==> src/rtl/load_store_unit_if.sv <==
// load_store_unit_if: core request/response and SDRAM data-port bundle for the load/store unit
interface load_store_unit_if #(parameter int ADDR_W = 25);
    logic              req_valid;
    logic              req_ready;
    logic              req_store;
    logic [2:0]        req_funct3;
    logic [31:0]       req_addr;
    logic [31:0]       req_wdata;
    logic [4:0]        req_rd;
    logic              resp_valid;
    logic [31:0]       resp_rdata;
    logic [4:0]        resp_rd;
    logic              resp_we;
    logic              resp_misaligned;
    logic              resp_fault;
    logic              mem_enable;
    logic              mem_valid;
    logic              mem_rw;
    logic [1:0]        mem_oplen;
    logic [ADDR_W-1:0] mem_addr;
    logic [31:0]       mem_wdata;
    logic [31:0]       mem_rdata;
    modport slave (
        input  req_valid, req_store, req_funct3, req_addr, req_wdata, req_rd, mem_valid, mem_rdata,
        output req_ready, resp_valid, resp_rdata, resp_rd, resp_we, resp_misaligned, resp_fault,
               mem_enable, mem_rw, mem_oplen, mem_addr, mem_wdata
    );
    modport master (
        output req_valid, req_store, req_funct3, req_addr, req_wdata, req_rd, mem_valid, mem_rdata,
        input  req_ready, resp_valid, resp_rdata, resp_rd, resp_we, resp_misaligned, resp_fault,
               mem_enable, mem_rw, mem_oplen, mem_addr, mem_wdata
    );
endinterface

==> src/rtl/load_store_unit.sv <==
// load_store_unit: RV32I load/store execution against the SDRAM data port, one request at a time
module load_store_unit #(
    parameter int ADDR_W  = 25,
    parameter int TIMEOUT = 1024
) (
    input logic clk,
    input logic rst_n,
    load_store_unit_if.slave bus
);
    typedef enum logic [1:0] {IDLE, CHECK, ACCESS, RESP} state_e;
    localparam int CW = TIMEOUT > 1 ? $clog2(TIMEOUT + 1) : 1;
    localparam logic [CW-1:0] CNT_LAST = CW'(TIMEOUT > 0 ? TIMEOUT - 1 : 0);
    state_e state_q, state_d;
    logic store_q, store_d;
    logic [2:0] funct3_q, funct3_d;
    logic [31:0] addr_q, addr_d;
    logic [31:0] wdata_q, wdata_d;
    logic [4:0] rd_q, rd_d;
    logic [31:0] rdata_q, rdata_d;
    logic mis_q, mis_d;
    logic fault_q, fault_d;
    logic mem_en_q, mem_en_d;
    logic mem_rw_q, mem_rw_d;
    logic [1:0] oplen_q, oplen_d;
    logic [ADDR_W-1:0] mem_addr_q, mem_addr_d;
    logic [31:0] mem_wdata_q, mem_wdata_d;
    logic [CW-1:0] cnt_q, cnt_d;
    logic accept, bad_f3, misal, out_range, start, mem_done, timed_out, resp, ok_load;
    logic [31:0] ext;
    assign accept    = state_q == IDLE && bus.req_valid;
    assign bad_f3    = funct3_q inside {3'b011, 3'b110, 3'b111} || (store_q && funct3_q[2]);
    assign misal     = !bad_f3 && ((funct3_q[1:0] == 2'b01 && addr_q[0]) ||
                                   (funct3_q[1:0] == 2'b10 && addr_q[1:0] != 2'b00));
    assign out_range = !bad_f3 && !misal && addr_q[31:ADDR_W] != '0;
    assign start     = state_q == CHECK && !bad_f3 && !misal && !out_range;
    assign mem_done  = state_q == ACCESS && bus.mem_valid;
    // a completion in the expiry cycle wins over the timeout
    assign timed_out = state_q == ACCESS && !bus.mem_valid && TIMEOUT != 0 && cnt_q == CNT_LAST;
    always_ff @(posedge clk or negedge rst_n) begin
        if (!rst_n) begin
            state_q     <= IDLE;
            store_q     <= 1'b0;
            funct3_q    <= '0;
            addr_q      <= '0;
            wdata_q     <= '0;
            rd_q        <= '0;
            rdata_q     <= '0;
            mis_q       <= 1'b0;
            fault_q     <= 1'b0;
            mem_en_q    <= 1'b0;
            mem_rw_q    <= 1'b1;
            oplen_q     <= '0;
            mem_addr_q  <= '0;
            mem_wdata_q <= '0;
            cnt_q       <= '0;
        end else begin
            state_q     <= state_d;
            store_q     <= store_d;
            funct3_q    <= funct3_d;
            addr_q      <= addr_d;
            wdata_q     <= wdata_d;
            rd_q        <= rd_d;
            rdata_q     <= rdata_d;
            mis_q       <= mis_d;
            fault_q     <= fault_d;
            mem_en_q    <= mem_en_d;
            mem_rw_q    <= mem_rw_d;
            oplen_q     <= oplen_d;
            mem_addr_q  <= mem_addr_d;
            mem_wdata_q <= mem_wdata_d;
            cnt_q       <= cnt_d;
        end
    end
    always_comb begin
        state_d = state_q;
        unique case (state_q)
            IDLE:    state_d = accept ? CHECK : IDLE;
            CHECK:   state_d = start ? ACCESS : RESP;
            ACCESS:  state_d = (mem_done || timed_out) ? RESP : ACCESS;
            default: state_d = IDLE;
        endcase
    end
    always_comb begin
        store_d     = accept ? bus.req_store : store_q;
        funct3_d    = accept ? bus.req_funct3 : funct3_q;
        addr_d      = accept ? bus.req_addr : addr_q;
        wdata_d     = accept ? bus.req_wdata : wdata_q;
        rd_d        = accept ? bus.req_rd : rd_q;
        rdata_d     = mem_done ? bus.mem_rdata : rdata_q;
        mis_d       = accept ? 1'b0 : state_q == CHECK ? misal : mis_q;
        fault_d     = accept ? 1'b0 : state_q == CHECK ? (bad_f3 || out_range) : (timed_out || fault_q);
        mem_en_d    = start ? 1'b1 : (mem_done || timed_out) ? 1'b0 : mem_en_q;
        mem_rw_d    = start ? !store_q : mem_rw_q;
        oplen_d     = start ? funct3_q[1:0] : oplen_q;
        mem_addr_d  = start ? addr_q[ADDR_W-1:0] : mem_addr_q;
        mem_wdata_d = !start ? mem_wdata_q :
                      funct3_q[1:0] == 2'b00 ? {24'b0, wdata_q[7:0]} :
                      funct3_q[1:0] == 2'b01 ? {16'b0, wdata_q[15:0]} : wdata_q;
        cnt_d       = start ? '0 : state_q == ACCESS ? cnt_q + 1'b1 : cnt_q;
    end
    always_comb begin
        resp    = state_q == RESP;
        ok_load = resp && !store_q && !mis_q && !fault_q;
        ext     = funct3_q == 3'b000 ? {{24{rdata_q[7]}}, rdata_q[7:0]} :
                  funct3_q == 3'b100 ? {24'b0, rdata_q[7:0]} :
                  funct3_q == 3'b001 ? {{16{rdata_q[15]}}, rdata_q[15:0]} :
                  funct3_q == 3'b101 ? {16'b0, rdata_q[15:0]} : rdata_q;
        bus.req_ready       = state_q == IDLE;
        bus.resp_valid      = resp;
        bus.resp_rdata      = ok_load ? ext : '0;
        bus.resp_rd         = resp ? rd_q : '0;
        bus.resp_we         = ok_load && rd_q != '0;
        bus.resp_misaligned = resp && mis_q;
        bus.resp_fault      = resp && fault_q;
        bus.mem_enable      = mem_en_q;
        bus.mem_rw          = mem_rw_q;
        bus.mem_oplen       = oplen_q;
        bus.mem_addr        = mem_addr_q;
        bus.mem_wdata       = mem_wdata_q;
    end
endmodule
==> src/flat_wrapper.sv <==
// flat-port wrapper written by rule: the top's interface ports become plain ports
module load_store_unit_flat 
#(
    parameter int ADDR_W  = 25,
    parameter int TIMEOUT = 1024
)
  (clk, rst_n, bus_req_valid, bus_req_store, bus_req_funct3, bus_req_addr, bus_req_wdata, bus_req_rd, bus_mem_valid, bus_mem_rdata, bus_req_ready, bus_resp_valid, bus_resp_rdata, bus_resp_rd, bus_resp_we, bus_resp_misaligned, bus_resp_fault, bus_mem_enable, bus_mem_rw, bus_mem_oplen, bus_mem_addr, bus_mem_wdata);
  load_store_unit_if #(.ADDR_W(ADDR_W)) bus_i ();
  input logic clk;
  input logic rst_n;
  input wire logic [$bits(bus_i.req_valid)-1:0] bus_req_valid;
  input wire logic [$bits(bus_i.req_store)-1:0] bus_req_store;
  input wire logic [$bits(bus_i.req_funct3)-1:0] bus_req_funct3;
  input wire logic [$bits(bus_i.req_addr)-1:0] bus_req_addr;
  input wire logic [$bits(bus_i.req_wdata)-1:0] bus_req_wdata;
  input wire logic [$bits(bus_i.req_rd)-1:0] bus_req_rd;
  input wire logic [$bits(bus_i.mem_valid)-1:0] bus_mem_valid;
  input wire logic [$bits(bus_i.mem_rdata)-1:0] bus_mem_rdata;
  output wire logic [$bits(bus_i.req_ready)-1:0] bus_req_ready;
  output wire logic [$bits(bus_i.resp_valid)-1:0] bus_resp_valid;
  output wire logic [$bits(bus_i.resp_rdata)-1:0] bus_resp_rdata;
  output wire logic [$bits(bus_i.resp_rd)-1:0] bus_resp_rd;
  output wire logic [$bits(bus_i.resp_we)-1:0] bus_resp_we;
  output wire logic [$bits(bus_i.resp_misaligned)-1:0] bus_resp_misaligned;
  output wire logic [$bits(bus_i.resp_fault)-1:0] bus_resp_fault;
  output wire logic [$bits(bus_i.mem_enable)-1:0] bus_mem_enable;
  output wire logic [$bits(bus_i.mem_rw)-1:0] bus_mem_rw;
  output wire logic [$bits(bus_i.mem_oplen)-1:0] bus_mem_oplen;
  output wire logic [$bits(bus_i.mem_addr)-1:0] bus_mem_addr;
  output wire logic [$bits(bus_i.mem_wdata)-1:0] bus_mem_wdata;
  assign bus_i.req_valid = bus_req_valid;
  assign bus_i.req_store = bus_req_store;
  assign bus_i.req_funct3 = bus_req_funct3;
  assign bus_i.req_addr = bus_req_addr;
  assign bus_i.req_wdata = bus_req_wdata;
  assign bus_i.req_rd = bus_req_rd;
  assign bus_i.mem_valid = bus_mem_valid;
  assign bus_i.mem_rdata = bus_mem_rdata;
  assign bus_req_ready = bus_i.req_ready;
  assign bus_resp_valid = bus_i.resp_valid;
  assign bus_resp_rdata = bus_i.resp_rdata;
  assign bus_resp_rd = bus_i.resp_rd;
  assign bus_resp_we = bus_i.resp_we;
  assign bus_resp_misaligned = bus_i.resp_misaligned;
  assign bus_resp_fault = bus_i.resp_fault;
  assign bus_mem_enable = bus_i.mem_enable;
  assign bus_mem_rw = bus_i.mem_rw;
  assign bus_mem_oplen = bus_i.mem_oplen;
  assign bus_mem_addr = bus_i.mem_addr;
  assign bus_mem_wdata = bus_i.mem_wdata;
  load_store_unit #(.ADDR_W(ADDR_W), .TIMEOUT(TIMEOUT)) u_core (.clk(clk), .rst_n(rst_n), .bus(bus_i));
endmodule
==> config.mk <==
export PLATFORM = sky130hd
export DESIGN_NAME = load_store_unit_flat
export DESIGN_NICKNAME = d
export VERILOG_FILES = /design/src/rtl/load_store_unit_if.sv /design/src/rtl/load_store_unit.sv /design/src/flat_wrapper.sv
export SDC_FILE = /design/constraint.sdc
export NUM_CORES = 1
export LEC_CHECK = 0
export ABC_AREA = 0
export CORE_ASPECT_RATIO = 0.5
export CORE_MARGIN = 2
export CORE_UTILIZATION = 41
export DETAILED_ROUTE_END_ITERATION = 16
export PLACE_DENSITY_LB_ADDON = 0.25
export SYNTH_ARGS = -nofsm -noshare
export SYNTH_HDL_FRONTEND = slang
export SYNTH_SLANG_ARGS = --single-unit
==> constraint.sdc <==
create_clock -name clk -period 4.05 [get_ports clk]
set_clock_uncertainty 0.2 [all_clocks]
set_input_delay 0.405 -clock clk [delete_from_list [all_inputs] [get_ports clk]]
set_output_delay 0.405 -clock clk [all_outputs]
set_load 0.1 [all_outputs]
==> flow_metrics.py <==
metrics = {
    "cts": {
        "cts.path.max_buffers": 2,
        "cts_setup_buffers": 0,
        "clk_pin_slew_ps": 70,
        "numCtsBuffers": 17,
        "clock-sinks": 181,
        "clk_latency_ps": 420,
        "cts_htree_levels": 4,
        "cts_root_buf": "clkbuf_16",
        "cts_tree": "done",
    },
    "routing": {
        "drc_errors": 0,
        "first_pass_iters": 4,
        "drt_iter0_drc": 147,
        "wl_per_cell_um": 16.5,
        "vias": 4942,
        "viasPerCell": 4.74,
        "ant_nets": 0,
        "wl_um": 17200,
    },
    "floorplanning": {
        "ioPinCount": 212,
        "initial_core_util": 0.421,
        "core-area_um2": 18500,
        "rows": 35,
        "dieArea_um2": 20200,
        "die_w_um": 199,
        "dieHeight_um": 102,
    },
    "setup_path": {
        "start_kind": "flop",
        "arrival_ps": 2810,
        "reg2reg_to": "u_core.bus.mem_wdata[4]",
        "path_class": "reg -> out",
        "rr_startpoint": "u_core.funct3_q[1]",
        "r2r.worst_path.cells": 6,
        "crit_required_ps": 3440,
        "endpoint_kind": "output pin",
        "cp_max_fo": 11,
        "r2r_slack_ps": 1650,
    },
    "sta": {
        "slew_viol_final": 0,
        "max_slew_margin": 0.232,
        "rsz0062_at_grt": "false",
        "fmax_ghz": 0.293,
        "hold_viol_final": 0,
        "setup_viol": 0,
        "min_period_ps": 3410,
        "setup_tns_ps": 0,
        "min_period_over_period": 0.843,
        "worstMarginPinSlew_ps": 1140,
        "worst_slack_ps": 637,
    },
    "power": {
        "p_per_area_nw_per_um2": 808,
        "peakVddDrop_mv": 0.398,
        "total_power_w": 0.00869,
        "leakage_nw": 4.65,
    },
    "grt": {
        "grt_use_total": 0.177,
        "grt_pass1_wl_um": 27500,
        "grt_overflow": 0,
        "antenna_found_initial": 0,
        "grt_pass1_vias": 5202,
        "grt_max_degree": 88,
    },
    "min_path": {
        "hold-path-cell-count": 2,
        "hp-start": "u_core.bus.mem_rw",
        "whs_endpoint": "u_core.bus.mem_rw",
        "hp-class": "reg -> reg",
    },
    "place": {
        "portBuffers": 211,
        "pre_cts_slack_ps": 1050,
        "hpwl_um": 11800,
        "routabilityCongestion": 0.759,
    },
    "logic_synthesis": {
        "synth_area_um2": 7810,
        "ys_async_sr_fraction": 1.00,
        "ys.flop_type": "dfrtp_1",
        "synth_top_area_share": 0.577,
        "synth_edf_count": 0,
        "ys_ff_latch": 181,
        "yosys_warnings": 0,
        "ys_top_cells_by_area": "dfrtp_1 (58%), mux2_2 (16%), mux2_4 (7.7%)",
        "synth_nets": 674,
        "netlist_instances": 559,
        "synth_top_cell_by_area": "dfrtp_1",
        "ys_seq_area_frac": 0.580,
        "syn_avg_cell_area_um2": 14.0,
        "yosys.cell_types.count": 41,
    },
    "finish": {
        "drive_gt1_frac": 0.302,
        "n_antenna_cell": 0,
        "syn_to_final_growth_pct": 37.8,
        "nets": 886,
        "n_fill_cell": 1543,
    },
    "status": {
        "status": "complete, no violations",
    },
    "flow_run": {
        "maxCapViolCount": 0,
    },
}
## cells in the final DEF (no fill, tap or decap), types with 3 or more instances in the layout
| cell type | netlist | layout |
|---|---|---|
| buf_12 | 4 | 13 |
| mux2i_1 | 18 | 18 |
| inv_6 | 0 | 4 |
| xor2_1 | 4 | 4 |
| o21a_1 | 8 | 8 |
| mux2_4 | 40 | 40 |
| dfrtp_1 | 180 | 180 |
| nor2b_1 | 10 | 10 |
| xnor2_1 | 6 | 6 |
| nor2_1 | 19 | 19 |
| mux2_2 | 109 | 109 |
| nor4_1 | 3 | 3 |
| clkinv_4 | 0 | 3 |
| clkinv_2 | 0 | 3 |
| ha_1 | 6 | 6 |
| o21ai_0 | 3 | 3 |
| inv_1 | 26 | 26 |
| a21oi_2 | 3 | 3 |
| nand4_1 | 5 | 5 |
| a21oi_1 | 18 | 18 |
| clkdlybuf4s50_1 | 0 | 177 |
| nand2_1 | 36 | 35 |
| and2_1 | 15 | 15 |
| clkbuf_16 | 0 | 17 |
| buf_4 | 0 | 29 |
## metrics by stage
stage / area, µm² / cells / hold slack [ps] / util
after global routing: 10800 / 1043 / 296 / 0.581
after CTS: 10800 / 1043 / 286 / 0.581
final: 10800 / 1043 / 281 / 0.581
after detailed placement: 10200 / 1010 / 274 / 0.550
after floorplan: 7810 / 559 / -90.6 / -
after global placement: 10200 / 1010 / 259 / 0.550
## worst max path at each step
stage / endpoint / slack [ps] / start
after floorplan: bus_resp_rdata[16] / -200 / u_core.state_q[0]
after global placement: bus_resp_rdata[31] / 1120 / u_core.state_q[0]
after detailed placement: bus_resp_rdata[19] / 1050 / u_core.state_q[0]
after CTS: bus_resp_rdata[19] / 590 / u_core.state_q[0]
after global routing: bus_resp_rdata[19] / 340 / u_core.state_q[1]
final: bus_resp_rdata[19] / 640 / u_core.state_q[1]
## Yosys cell counts, types with 2 or more instances
cell type and n:
and2_1 15, mux2_4 40, o21ai_0 3, nand2_1 36, a21oi_1 18, clkbuf_1 8, nand2b_1 2, dfrtp_1 180
inv_1 26, buf_2 12, buf_6 4, nand4_1 5, mux2i_1 18, buf_12 4, nor4_1 3, xor2_1 4
nor2_1 19, xnor2_1 6, a21oi_2 3, o21a_1 8, mux2_2 109, a31oi_1 2, ha_1 6, nor3_1 2
nor2b_1 10
## layer usage
metal / track usage / share of wire / up-vias / routed length, µm
li1: - / - / 2323 / -
met1: 0.228 / 0.45 / 2533 / 7700
met2: 0.298 / 0.50 / 77 / 8630
met3: 0.0509 / 0.044 / 9 / 753
met4: 0.0431 / 0.0066 / 0 / 113
met5: 0 / 0 / - / 0
## logic make-up (layout without fill, tap and decap cells)
family,after synthesis,in the layout,synth area share
compound gates,42,42,0.0364
fa+ha+maj,6,6,0.00962
buf+inv,54,279,0.0401
flops,181,181,0.580
simple gates,99,99,0.0651
xor+xnor,10,10,0.0112
mux,167,167,0.257
## report_power, final
group          internal [W]  switching (W)
Combinational       0.00146        0.00266
Clock              0.000807       0.000753
Sequential          0.00256       0.000445
Total               0.00483        0.00386
## flip-flops by register name (all words and copies together), names as in the netlist
name,count
u_core.funct3_q,3
u_core.fault_q,1
u_core.store_q,1
u_core.bus.mem_oplen,2
u_core.addr_q,32
u_core.mis_q,1
u_core.rdata_q,32
u_core.state_q,2
u_core.bus.mem_rw,1
u_core.bus.mem_wdata,32
u_core.wdata_q,32
u_core.bus.mem_addr,25
u_core.cnt_q,11
u_core.rd_q,5
u_core.bus.mem_enable,1
## critical path: stages (launching register included)
cell     delay, ps
dfrtp_1        400
ha_1           330
nor4b_2        670
o41ai_2        410
a21oi_1        250
buf_4          320
## layout make-up
class / instances / area, µm² / share of cell area
timing repair buffer: 221 / 2270 / 0.211
clock inverter: 14 / 123 / 0.0114
multi-input combinational: 324 / 2980 / 0.277
sequential: 181 / 4530 / 0.421
tap: 259 / 324 / 0.0301
inverter: 26 / 97.6 / 0.00907
clock buffer: 18 / 429 / 0.0399
## what timing repair did
item                                    in CTS  in global routing
hold buffers                                 1                  0
gates resized for setup                      0                  0
endpoints found under the setup margin       0                  0
endpoints found under the hold margin       84                  0
Power figures use the tool's default switching activity.
